[config.mk]
export PLATFORM = sky130hd
export DESIGN_NAME = mem_march_master_flat
export DESIGN_NICKNAME = d
export VERILOG_FILES = /design/src/rtl/mem_march_master_if.sv /design/src/rtl/mem_march_master.sv /design/src/flat_wrapper.sv
export SDC_FILE = /design/constraint.sdc
export NUM_CORES = 1
export LEC_CHECK = 0
export ABC_AREA = 0
export CORE_MARGIN = 2
export CORE_UTILIZATION = 37
export DETAILED_ROUTE_END_ITERATION = 7
export PLACE_DENSITY = 0.62
export SETUP_SLACK_MARGIN = 0.15
export SYNTH_ARGS = -nofsm -noshare
export SYNTH_HDL_FRONTEND = slang
export SYNTH_SLANG_ARGS = --single-unit
[constraint.sdc]
create_clock -name clk -period 1.9 [get_ports clk]
set_input_delay 0.285 -clock clk [delete_from_list [all_inputs] [get_ports clk]]
set_output_delay 0.285 -clock clk [all_outputs]
set_load 0.005 [all_outputs]
[src/rtl/mem_march_master_if.sv]
// Single-port synchronous memory bus between the march master and the memory it tests.
// The memory side updates mem_dout on the edge after a read (re=1, wr=0) and holds it otherwise.
interface mem_march_master_if #(
    parameter int unsigned DATA_WIDTH = 2,
    parameter int unsigned ADDR_WIDTH = 2
);
    logic                  mem_wr;
    logic                  mem_re;
    logic [ADDR_WIDTH-1:0] mem_addr;
    logic [DATA_WIDTH-1:0] mem_din;
    logic [DATA_WIDTH-1:0] mem_dout;

    modport master (
        output mem_wr,
        output mem_re,
        output mem_addr,
        output mem_din,
        input  mem_dout
    );

    modport slave (
        input  mem_wr,
        input  mem_re,
        input  mem_addr,
        input  mem_din,
        output mem_dout
    );
endinterface

[src/rtl/mem_march_master.sv]
// Built-in self-test driver: 3-pass march (write p, read p / write ~p, read ~p) over the
// whole memory, reporting pass/fail, a saturating error count and the first failing word.
module mem_march_master #(
    parameter int unsigned DATA_WIDTH = 2,
    parameter int unsigned ADDR_WIDTH = 2,
    parameter int unsigned MEM_DEPTH  = 1 << ADDR_WIDTH
) (
    input  logic                  clk,
    input  logic                  rst,
    input  logic                  start,
    input  logic [DATA_WIDTH-1:0] seed,
    mem_march_master_if.master    mem,
    output logic                  busy,
    output logic                  done,
    output logic                  fail,
    output logic [ADDR_WIDTH+1:0] err_cnt,
    output logic [ADDR_WIDTH-1:0] first_err_addr,
    output logic [DATA_WIDTH-1:0] first_err_data
);

    localparam logic [ADDR_WIDTH-1:0] LastAddr = ADDR_WIDTH'(MEM_DEPTH - 1);

    typedef enum logic [2:0] {
        StIdle,
        StW0,
        StRw,
        StR1,
        StDrain,
        StDone
    } state_e;

    state_e                state_q, state_d;
    logic [ADDR_WIDTH-1:0] addr_q, addr_d;
    logic                  phase_q, phase_d;
    logic [DATA_WIDTH-1:0] seed_q, seed_d;
    logic [ADDR_WIDTH+1:0] err_cnt_q, err_cnt_d;
    logic                  fail_q, fail_d;
    logic [ADDR_WIDTH-1:0] first_addr_q, first_addr_d;
    logic [DATA_WIDTH-1:0] first_data_q, first_data_d;

    logic                  wr;
    logic                  re;
    logic [ADDR_WIDTH-1:0] bus_addr;
    logic [DATA_WIDTH-1:0] din;
    logic                  chk_en;
    logic [DATA_WIDTH-1:0] chk_exp;
    logic [ADDR_WIDTH-1:0] chk_addr;

    // Pattern word for address a: seed xor a, with a resized to the data width.
    function automatic logic [DATA_WIDTH-1:0] pat(input logic [DATA_WIDTH-1:0] s,
                                                  input logic [ADDR_WIDTH-1:0] a);
        return s ^ DATA_WIDTH'(a);
    endfunction

    always_comb begin
        state_d      = state_q;
        addr_d       = addr_q;
        phase_d      = phase_q;
        seed_d       = seed_q;
        err_cnt_d    = err_cnt_q;
        fail_d       = fail_q;
        first_addr_d = first_addr_q;
        first_data_d = first_data_q;
        wr           = 1'b0;
        re           = 1'b0;
        bus_addr     = '0;
        din          = '0;
        chk_en       = 1'b0;
        chk_exp      = '0;
        chk_addr     = '0;

        unique case (state_q)
            StIdle, StDone: begin
                if (start) begin
                    state_d      = StW0;
                    addr_d       = '0;
                    phase_d      = 1'b0;
                    seed_d       = seed;
                    err_cnt_d    = '0;
                    fail_d       = 1'b0;
                    first_addr_d = '0;
                    first_data_d = '0;
                end
            end
            StW0: begin
                wr       = 1'b1;
                bus_addr = addr_q;
                din      = pat(seed_q, addr_q);
                if (addr_q == LastAddr) begin
                    addr_d  = '0;
                    state_d = StRw;
                end else begin
                    addr_d = addr_q + 1'b1;
                end
            end
            StRw: begin
                bus_addr = addr_q;
                if (!phase_q) begin
                    re      = 1'b1;
                    phase_d = 1'b1;
                end else begin
                    // Read data landed on the previous edge and stays put while wr=1.
                    wr       = 1'b1;
                    din      = ~pat(seed_q, addr_q);
                    chk_en   = 1'b1;
                    chk_exp  = pat(seed_q, addr_q);
                    chk_addr = addr_q;
                    phase_d  = 1'b0;
                    if (addr_q == LastAddr) begin
                        addr_d  = '0;
                        state_d = StR1;
                    end else begin
                        addr_d = addr_q + 1'b1;
                    end
                end
            end
            StR1: begin
                re       = 1'b1;
                bus_addr = addr_q;
                // Pipelined: this cycle's dout belongs to the previous address.
                if (addr_q != '0) begin
                    chk_en   = 1'b1;
                    chk_addr = addr_q - 1'b1;
                    chk_exp  = ~pat(seed_q, chk_addr);
                end
                if (addr_q == LastAddr) begin
                    addr_d  = '0;
                    state_d = StDrain;
                end else begin
                    addr_d = addr_q + 1'b1;
                end
            end
            StDrain: begin
                chk_en   = 1'b1;
                chk_addr = LastAddr;
                chk_exp  = ~pat(seed_q, LastAddr);
                state_d  = StDone;
            end
            default: state_d = StIdle;
        endcase

        if (chk_en && (mem.mem_dout != chk_exp)) begin
            fail_d = 1'b1;
            if (err_cnt_q != '1) begin
                err_cnt_d = err_cnt_q + 1'b1;
            end
            if (err_cnt_q == '0) begin
                first_addr_d = chk_addr;
                first_data_d = mem.mem_dout;
            end
        end
    end

    always_ff @(posedge clk or posedge rst) begin
        if (rst) begin
            state_q      <= StIdle;
            addr_q       <= '0;
            phase_q      <= 1'b0;
            seed_q       <= '0;
            err_cnt_q    <= '0;
            fail_q       <= 1'b0;
            first_addr_q <= '0;
            first_data_q <= '0;
        end else begin
            state_q      <= state_d;
            addr_q       <= addr_d;
            phase_q      <= phase_d;
            seed_q       <= seed_d;
            err_cnt_q    <= err_cnt_d;
            fail_q       <= fail_d;
            first_addr_q <= first_addr_d;
            first_data_q <= first_data_d;
        end
    end

    assign mem.mem_wr   = wr;
    assign mem.mem_re   = re;
    assign mem.mem_addr = bus_addr;
    assign mem.mem_din  = din;

    assign busy           = (state_q == StW0) || (state_q == StRw) ||
                            (state_q == StR1) || (state_q == StDrain);
    assign done           = (state_q == StDone);
    assign fail           = fail_q;
    assign err_cnt        = err_cnt_q;
    assign first_err_addr = first_addr_q;
    assign first_err_data = first_data_q;

endmodule

[src/flat_wrapper.sv]
// flat-port wrapper written by rule: the top's interface ports become plain ports
module mem_march_master_flat 
#(
    parameter int unsigned DATA_WIDTH = 2,
    parameter int unsigned ADDR_WIDTH = 2,
    parameter int unsigned MEM_DEPTH  = 1 << ADDR_WIDTH
)
  (clk, rst, start, seed, busy, done, fail, err_cnt, first_err_addr, first_err_data, mem_mem_wr, mem_mem_re, mem_mem_addr, mem_mem_din, mem_mem_dout);
  mem_march_master_if #(.DATA_WIDTH(DATA_WIDTH), .ADDR_WIDTH(ADDR_WIDTH)) mem_i ();
  input  logic clk;
  input  logic rst;
  input  logic start;
  input  logic [DATA_WIDTH-1:0] seed;
  output logic busy;
  output logic done;
  output logic fail;
  output logic [ADDR_WIDTH+1:0] err_cnt;
  output logic [ADDR_WIDTH-1:0] first_err_addr;
  output logic [DATA_WIDTH-1:0] first_err_data;
  output wire logic [$bits(mem_i.mem_wr)-1:0] mem_mem_wr;
  output wire logic [$bits(mem_i.mem_re)-1:0] mem_mem_re;
  output wire logic [$bits(mem_i.mem_addr)-1:0] mem_mem_addr;
  output wire logic [$bits(mem_i.mem_din)-1:0] mem_mem_din;
  input wire logic [$bits(mem_i.mem_dout)-1:0] mem_mem_dout;
  assign mem_mem_wr = mem_i.mem_wr;
  assign mem_mem_re = mem_i.mem_re;
  assign mem_mem_addr = mem_i.mem_addr;
  assign mem_mem_din = mem_i.mem_din;
  assign mem_i.mem_dout = mem_mem_dout;
  mem_march_master #(.DATA_WIDTH(DATA_WIDTH), .ADDR_WIDTH(ADDR_WIDTH), .MEM_DEPTH(MEM_DEPTH)) u_core (.clk(clk), .rst(rst), .start(start), .seed(seed), .mem(mem_i), .busy(busy), .done(done), .fail(fail), .err_cnt(err_cnt), .first_err_addr(first_err_addr), .first_err_data(first_err_data));
endmodule
==> flow_metrics.tcl, run 1 <==
set metrics [dict create \
    seqPwrFrac_pct 22.4 \
    hold_buffers 0 \
    gp_congestion 0.866 \
    relSlewSlack_pct 56.9 \
    worstHoldPathType "in2async" \
    portBuffers 23 \
    violations "negative setup slack" \
    power_density_nw_per_um2 1640 \
    max_cap_viol_count 0 \
    wl_per_cell_um 13.6 \
    placed_area_sq_um 1660 \
    cts.clk_slew.worst_paths_ps 100 \
    ys_warn_count 0 \
    tns_ps -591 \
    grt_max_degree 18 \
    intPower_mw 1.83 \
    grt-ovfl-total 0 \
    root_buffer "clkbuf_4" \
    drt.antenna.violating_nets 0 \
    clock_skew_ps 6.49 \
    insertion_delay_ps 290 \
    ys_seq_area_share_pct 32.7 \
    num_rows 21 \
    ys.flop_type "dfrtp_1" \
    cts_buffers 3 \
    finalHoldViolCount 0 \
    rsz0062_at_grt "yes" \
    synth-async-reset-ratio_pct 100 \
    diodes 0 \
    crit_type "reg2reg" \
    pre_cts_ws_ps -81.1 \
    start_util_pct 38.7 \
    period_share_pct 107 \
    p_sw_mw 1.30 \
    drtPass1Iterations 4 \
    fin_crit_ps 2020 \
    status "complete, but fails checks" \
    finalWorstSetupSlack_ps -124 \
    tightest_slew_ps 646 \
    cp-end-kind "register" \
    instances_no_fill 246 \
    avgSynthCellArea_sq_um 8.73 \
    path_max_fanout 7 \
    antenna_found_initial 0 \
    cp.required_ps 2080 \
    clkSinkCount 17 \
    r2r_start "u_core.addr_q[0]" \
    fmax_ghz 0.494 \
    core-area_sq_um 3360 \
    grtUsageTotal_pct 17.5 \
    placed_cells 225 \
    grt_pass1_wl_um 5620 \
    slew_violations 0 \
    clkPwrFrac_pct 6.1 \
    design_area_sq_um 1910 \
    crit_path_start_kind "register" \
    place_hpwl_um 2370 \
    drt_iter0_markers 44 \
    drive_above_1_share_pct 35.5 \
    avgViaCountPerCell 5.01 \
    die-area_sq_um 4010 \
    switching_share_pct 41.6 \
    routed_wirelength_um 3340 \
    synth.cell_area_sq_um 1300 \
    setup_viol 9 \
    layout.nets 214 \
    cts_buffer_depth 2 \
    dr_total_vias 1232 \
    combPwrFrac_pct 71.5 \
    total_leakage_power_nw 0.897 \
    synth_edf_count 0 \
    netlist_instances 149 \
    cts_tree "done" \
    ys_ff_latch 17 \
    syn_to_final_growth_pct 46.4 \
    die_w_um 63.3 \
    arrival_ps 2200 \
    critPathLaunch "u_core.addr_q[0]" \
    cts_max_level 1 \
    syn_nets 162 \
    grt_pass1_vias 1280 \
    worst_ir_drop_vdd_uv 858 \
    die_h_um 63.3 \
    finalCoreUtilization_pct 56.7 \
    drc 0 \
    io_pins 24 \
    synth_cell_types 44 \
]
## cell type report
| type | count | area (sq um) |
|---|---|---|
| Fill cell | 324 | 1460 |
| Multi-Input combinational cell | 116 | 875 |
| Timing Repair Buffer | 54 | 480 |
| Sequential cell | 17 | 430 |
| Clock buffer | 4 | 26.3 |
| Tap cell | 46 | 57.6 |
| Inverter | 9 | 36.3 |
## critical path, stage by stage (launching register included)
cell and delay [ps]:
dfrtp_1 420, buf_6 130, inv_4 50, ha_4 110, and2b_1 200, a32oi_2 250, and3b_4 240, o22ai_4 120
and2b_4 200, a32o_1 200
## power by group through the flow
stage / clock (mW) / sequential (mW) / combinational, mW
3_3_place_gp: 0 / 0.706 / 1.79
3_5_place_dp: 0 / 0.713 / 1.85
2_1_floorplan: 0 / 0.660 / 1.14
6_report: 0.191 / 0.701 / 2.24
5_1_grt: 0.221 / 0.726 / 2.46
4_1_cts: 0.201 / 0.700 / 2.04
## registers in the layout, indices dropped and copies added, names as in the netlist
| signal | flops |
|---|---|
| u_core.first_err_data | 2 |
| u_core.state_q | 3 |
| u_core.err_cnt | 4 |
| u_core.phase_q | 1 |
| u_core.first_err_addr | 2 |
| u_core.seed_q | 2 |
| u_core.addr_q | 2 |
| u_core.fail | 1 |
## per-stage QoR
step	power (mW)	hold slack [ps]
6_report	3.13	377
5_1_grt	3.41	443
4_1_cts	2.94	405
3_5_place_dp	2.56	474
3_3_place_gp	2.50	481
2_1_floorplan	1.80	211
## Yosys cell counts (2+ instances only)
cell       n  area share (%)
o211ai_1   3             1.7
o21ai_0    8             3.1
ha_1       6             5.8
and2_1     2            0.96
xnor2_1    2             1.3
nand3_1    4             1.5
clkbuf_1   3            0.87
xor2_1     5             3.4
nand2_1   16             4.6
mux2i_1    5             3.8
and3b_4    2             1.9
nor2_1    16             4.6
and2b_1    2             1.2
o22ai_1    3             1.4
a32o_1     2             1.5
and3_1     3             1.4
nor3_1     3             1.2
a21o_1     2             1.2
and2b_4    2             1.5
nand2b_1   2            0.96
inv_1      9             2.6
dfrtp_1   17              33
buf_6      2             1.7
a21oi_1    9             3.5
mux2_2     2             1.7
## final timing paths
check / endpoint / slack (ps) / depth (start not counted)
min in group clk: u_core.fail / 490 / 1
worst max-delay path: u_core.first_err_data[1] / -120 / 9
worst min-delay path: u_core.err_cnt[1] / 380 / 2
worst min register to register: u_core.fail / 490 / 1
worst max register to register: u_core.first_err_data[1] / -120 / 9
max in group asynchronous: u_core.addr_q[1] / 1070 / 2
## timing repair
item	4_1_cts	5_1_grt
endpoints found under the setup margin	17	16
buffers inserted	11	6
pin swaps	7	12
gates resized for setup	31	24
## placed cells by master, fill, tap and decap left out, drive strengths merged, types with 2 or more instances in the layout
cell type / count
inv: 9
nand2b: 3
buf: 35
a32o: 2
nor2: 17
xor2: 5
ha: 6
and2b: 4
nor3: 3
a21o: 2
and3: 3
dlygate4sd2: 2
clkdlybuf4s50: 15
and2: 2
xnor2: 2
nand3: 4
o211ai: 3
and3b: 2
dfrtp: 17
mux2: 2
o22ai: 4
nor2b: 2
clkbuf: 5
a21oi: 9
nand2: 17
mux2i: 5
o21ai: 8
## layer usage
| metal | global-route usage, % | up-vias | share of wire (%) |
|---|---|---|---|
| li1 | - | 614 | - |
| met1 | 21.0 | 590 | 44 |
| met2 | 31.4 | 24 | 51 |
| met3 | 4.29 | 4 | 3.8 |
| met4 | 4.08 | 0 | 0.99 |
| met5 | 0 | - | 0 |
## cells by family after synthesis
logic type	count (synthesis)	synth area share (%)
buffers and inverters	16	6.15
adders and majority gates	6	5.77
AOI/OAI and AO/OA	33	17.8
muxes	7	5.58
xor gates and xnor gates	7	4.71
DFF	17	32.7
and+or+nand+nor	63	27.3
No activity file was read; power rests on OpenSTA's default activity.
==> run 2, diff against run 1 <==
PLACE_DENSITY = 0.59   (was 0.62)
==> run 2 against run 1 <==
  * The run still ends with negative setup slack left
  * Fmax fell by 0.18%
  * Worst setup slack got worse by 3.5 ps
  * Flip-flop and latch count did not move
  * Worst hold slack got worse by 89 ps
  * Core utilization fell by 0.71 points
  * Clock skew rose by 6.1 ps
  * Register-to-register slack barely moved
  * Critical path depth rose by 1
  * Design area fell by 1.2%
  * Sequential share of layout area rose by 0.35 points
  * Die area did not move
  * Clock power rose by 8%
  * Critical path type unchanged
  * Critical endpoint is now u_core.err_cnt[2]
  * Largest cell class unchanged
==> flow_metrics.tcl, run 2 (synthesis gave the netlist of run 1 again) <==
set metrics [dict create \
    path_max_fanout 7 \
    max_cap_viol_count 0 \
    top_layer_used "met4" \
    r2r_cells 10 \
    diodes 0 \
    die-area_sq_um 4010 \
    dr_total_vias 1209 \
    finalCoreUtilization_pct 56.0 \
    syn_to_final_growth_pct 44.6 \
    endpoint "u_core.err_cnt[2]" \
    p_sw_mw 1.31 \
    power_density_nw_per_um2 1640 \
    grt-ovfl-total 0 \
    wl_met1_um 1600 \
    wl_per_cell_um 13.9 \
    setup_viol 9 \
    grtUsageTotal_pct 18.2 \
    cts_buffers 3 \
    cts_tree "done" \
    grt_pass1_vias 1202 \
    gp_congestion 0.822 \
    finalHoldViolCount 0 \
    drtPass1Iterations 4 \
    insertion_delay_ps 310 \
    drive_above_1_share_pct 37.2 \
    relSlewSlack_pct 73.3 \
    period_share_pct 107 \
    mostFrequentLayoutCells "25 x buf_4, 15 x nand2_1, 15 x clkdlybuf4s50_1" \
    finalWorstSetupSlack_ps -128 \
    worst_ir_drop_vdd_uv 775 \
    tightest_slew_ps 401 \
    fillers 329 \
    rsz0062_at_grt "yes" \
    switching_share_pct 42.5 \
    num_rows 21 \
    clock_skew_ps 12.6 \
    combPwrFrac_pct 70.1 \
    die_w_um 63.3 \
    dr_wl_met3_um 94 \
    status "complete, but fails checks" \
    r2r_start "u_core.addr_q[0]" \
    drt.antenna.violating_nets 0 \
    critPathLaunch "u_core.addr_q[0]" \
    total_leakage_power_nw 0.870 \
    worstHoldPathType "in2async" \
    multi_input_area_sq_um 890 \
    cp-end-kind "register" \
    grt_max_degree 18 \
    fin_crit_ps 2030 \
    layout.nets 213 \
    drc 0 \
    r2r_slack_ps -130 \
    crit_type "reg2reg" \
    die_h_um 63.3 \
    hold_buffers 0 \
    drt_iter0_markers 54 \
    cp.required_ps 2090 \
    violations "negative setup slack" \
    grt_pass1_wl_um 5740 \
    root_buffer "clkbuf_4" \
    mostFrequentLayoutCell "buf_4" \
    cts_max_level 1 \
    place_hpwl_um 2410 \
    wl_met2_um 1650 \
    antenna_found_initial 0 \
    io_pins 24 \
    intPower_mw 1.78 \
    fmax_ghz 0.493 \
    pre_cts_ws_ps -76.1 \
    core-area_sq_um 3360 \
    avgViaCountPerCell 4.93 \
    clkSinkCount 17 \
    start_util_pct 38.7 \
    crit_path_start_kind "register" \
    routed_wirelength_um 3410 \
    seq_area_sq_um 432 \
    largest_register_ffs 4 \
    cts_buffer_depth 2 \
    arrival_ps 2220 \
    clkPwrFrac_pct 6.7 \
    slew_violations 0 \
    portBuffers 23 \
    cts.clk_slew.worst_paths_ps 110 \
    rr_endpoint "u_core.err_cnt[2]" \
    seqPwrFrac_pct 23.2 \
]
==> run 2: changes by cell type in the layout (fill, tap and decap cells not counted), sizes merged <==
cell         delta
buf             -2
dlygate4sd2     -2
clkbuf          +3
==> run 2: how the worst min path moves through the flow <==
stage / startpoint / to / slack (ps) / cells past startpoint
after floorplan: rst / u_core.addr_q[0] / 210 / 1
after global placement: u_core.fail / u_core.fail / 520 / 1
after detailed placement: u_core.fail / u_core.fail / 500 / 1
after global routing: rst / u_core.seed_q[0] / 330 / 3
after CTS: rst / u_core.seed_q[0] / 300 / 3
final: rst / u_core.seed_q[0] / 290 / 3
==> run 2: layout make-up <==
| class | instances | area share (%) |
|---|---|---|
| Timing Repair Buffer | 53 | 23.4 |
| Clock buffer | 4 | 1.40 |
| Tap cell | 46 | 3.06 |
| Multi-Input combinational cell | 116 | 47.3 |
| Sequential cell | 17 | 22.9 |
| Inverter | 9 | 1.93 |
==> run 2: power by group through the flow <==
stage | logic (mW) | clock network (mW) | registers [mW]
2_1_floorplan | 1.14 | 0 | 0.660
3_3_place_gp | 1.77 | 0 | 0.710
3_5_place_dp | 1.81 | 0 | 0.713
4_1_cts | 1.94 | 0.219 | 0.720
5_1_grt | 2.37 | 0.241 | 0.746
6_report | 2.17 | 0.207 | 0.718
==> run 2: worst max-delay path, stage by stage, from the launching register on <==
cell and delay (ps):
dfrtp_1 410, buf_6 120, inv_4 50, ha_4 110
and2b_1 200, o211ai_1 170, buf_4 160, and3_4 190
o22ai_4 100, and2b_4 190, a32o_1 200
==> run 2: metrics by stage <==
step	TNS, ps	area (sq um)	hold WS (ps)	cells	power (mW)
finish	-651	1880	288	245	3.09
global route	-1580	1880	328	245	3.35
CTS	-478	1790	302	236	2.88
detailed placement	-234	1660	500	225	2.52
global placement	-51.8	1660	520	225	2.48
floorplan	-119	1320	211	149	1.80
==> run 2: metal layers <==
layer,track usage (%),vias up
met5,0,-
met4,7.07,0
met3,2.68,7
met2,29.4,17
met1,24.6,571
li1,-,614
==> run 2: timing repair <==
action | in CTS | in global routing
resized for setup | 34 | 19
hold endpoints to repair | 0 | 0
pin swaps | 10 | 3
setup buffers | 7 | 9
setup endpoints to repair | 17 | 17
==> run 3, diff against run 2 <==
==> constraint.sdc (replaced) <==
create_clock -name clk -period 1.9 [get_ports clk]
set_input_delay 0.19 -clock clk [delete_from_list [all_inputs] [get_ports clk]]
set_output_delay 0.19 -clock clk [all_outputs]
set_load 0.005 [all_outputs]
==> run 3 against run 2 <==
  * The run still ends with negative setup slack left
  * Die area did not move
  * Sequential share of layout area decreased by 0.26 points
  * Worst hold slack worse by 17 ps
  * Clock-buffer cell count unchanged
  * Wire length is 2.0% lower
  * Largest cell class unchanged
==> flow_metrics.tcl, run 3 (synthesis gave the netlist of run 1 again) <==
set metrics [dict create \
    grt_pass1_wl_um 5720 \
    setup_viol 7 \
    antenna_found_initial 0 \
    die_w_um 63.3 \
    power_density_nw_per_um2 1650 \
    rsz0062_at_grt "yes" \
    syn_to_final_growth_pct 46.3 \
    portBuffers 23 \
    arrival_ps 2240 \
    cts_buffer_depth 2 \
    routed_wirelength_um 3340 \
    critPathSlowestCell "dfrtp_1" \
    total_leakage_power_nw 0.886 \
    tightest_slew_ps 683 \
    clock_skew_ps 1.35 \
    core-area_sq_um 3360 \
    violations "negative setup slack" \
    placed_area_sq_um 1660 \
    place_hpwl_um 2430 \
    avgViaCountPerCell 4.90 \
    mostFrequentLayoutCells "23 x buf_4, 15 x nand2_1, 15 x clkdlybuf4s50_1" \
    root_buffer "clkbuf_4" \
    fin_crit_ps 2040 \
    die-area_sq_um 4010 \
    drive_above_1_share_pct 36.7 \
    finalHoldViolCount 0 \
    fillers 329 \
    largest_register_ffs 4 \
    rr_endpoint "u_core.err_cnt[2]" \
    grt-ovfl-total 0 \
    gp_congestion 0.830 \
    num_rows 21 \
    cp_num_cells 9 \
    grt_max_degree 18 \
    crit_type "reg2reg" \
    status "complete, but fails checks" \
    cts.clk_slew.worst_paths_ps 110 \
    mostFrequentLayoutCell "buf_4" \
    path_delay_family "simple AND/OR/NAND/NOR gates" \
    finalWorstSetupSlack_ps -136 \
    worstHoldPathType "in2async" \
    drtPass1Iterations 4 \
    period_share_pct 107 \
    drt.antenna.violating_nets 0 \
    drt_iter0_markers 32 \
    cp-end-kind "register" \
    cts_tree "done" \
    fmax_ghz 0.491 \
    cp.required_ps 2100 \
    slew_violations 0 \
    worst_ir_drop_vdd_uv 824 \
    grt_pass1_vias 1251 \
    wl_per_cell_um 13.6 \
    die_h_um 63.3 \
    r2r_slack_ps -140 \
    grtUsageTotal_pct 17.8 \
    crit_path_start_kind "register" \
    insertion_delay_ps 310 \
    cts_buffers 3 \
    path_max_fanout 7 \
    max_cap_viol_count 0 \
    drc 0 \
    relSlewSlack_pct 54.4 \
    crit_chain "buf_6, inv_4, ha_4, and2b_1, o211ai_1, and3_1, o22ai_4, and2b_4, a32o_1" \
    cp_num_buf_inv 2 \
    clkSinkCount 17 \
    r2r_start "u_core.addr_q[0]" \
    io_pins 24 \
    r2r_cells 9 \
    dr_total_vias 1200 \
    layout.nets 213 \
    design_area_sq_um 1900 \
    diodes 0 \
    cpPeakStageDelay_ps 400 \
    start_util_pct 38.7 \
    cts_max_level 1 \
    finalCoreUtilization_pct 56.6 \
]
-- run 3: per-layer routing --
| metal | GRT usage (%) | part of all wire, % | up-vias |
|---|---|---|---|
| li1 | - | - | 612 |
| met1 | 23.3 | 47 | 562 |
| met2 | 30.1 | 49 | 19 |
| met3 | 2.68 | 2.3 | 7 |
| met4 | 6.25 | 1.6 | 0 |
| met5 | 0 | 0 | - |
-- run 3: stage by stage --
| stage | TNS, ps | power [mW] | instances | hold WS (ps) | setup slack, ps |
|---|---|---|---|---|---|
| 2_1_floorplan | -119 | 1.80 | 149 | 116 | -48.1 |
| 3_3_place_gp | -46.0 | 2.49 | 225 | 524 | -23.8 |
| 3_5_place_dp | -184 | 2.54 | 225 | 508 | -57.6 |
| 4_1_cts | -632 | 2.89 | 237 | 302 | -131 |
| 5_1_grt | -1540 | 3.43 | 245 | 300 | -242 |
| 6_report | -541 | 3.13 | 245 | 271 | -136 |
-- run 3: how the worst max path moves through the flow --
| stage | endpoint | from |
|---|---|---|
| 2_1_floorplan | u_core.first_err_data[1] | u_core.addr_q[0] |
| 5_1_grt | u_core.first_err_data[1] | u_core.addr_q[0] |
| 4_1_cts | u_core.first_err_data[1] | u_core.addr_q[0] |
| 3_5_place_dp | u_core.err_cnt[2] | u_core.addr_q[1] |
| 6_report | u_core.err_cnt[2] | u_core.addr_q[0] |
| 3_3_place_gp | u_core.err_cnt[2] | u_core.addr_q[1] |
-- run 3: what timing repair did --
action,in CTS,in global routing
endpoints found under the setup margin,17,15
hold buffers,0,0
gates resized for setup,27,28
buffers inserted,8,8
hold endpoints to repair,0,0
pin swaps,9,10
-- run 3: worst reg2reg max path: stages (launching register included) --
cell and delay (ps):
dfrtp_1 400, buf_6 120, inv_4 50, ha_4 100, and2b_1 200, o211ai_1 270
and3_1 260, o22ai_4 120, and2b_4 200, a32o_1 200
-- run 3: power breakdown --
group / internal, mW / switching (mW) / total [mW]
registers: 0.524 / 0.203 / 0.727
logic: 1.19 / 1.01 / 2.20
clock network: 0.0821 / 0.130 / 0.212
-- run 3: cell type report --
| class | count | area, sq um | area share (%) |
|---|---|---|---|
| Clock buffer | 4 | 26.3 | 1.38 |
| Inverter | 9 | 36.3 | 1.91 |
| Multi-Input combinational cell | 116 | 897 | 47.1 |
| Sequential cell | 17 | 432 | 22.7 |
| Tap cell | 46 | 57.6 | 3.02 |
| Timing Repair Buffer | 53 | 454 | 23.9 |
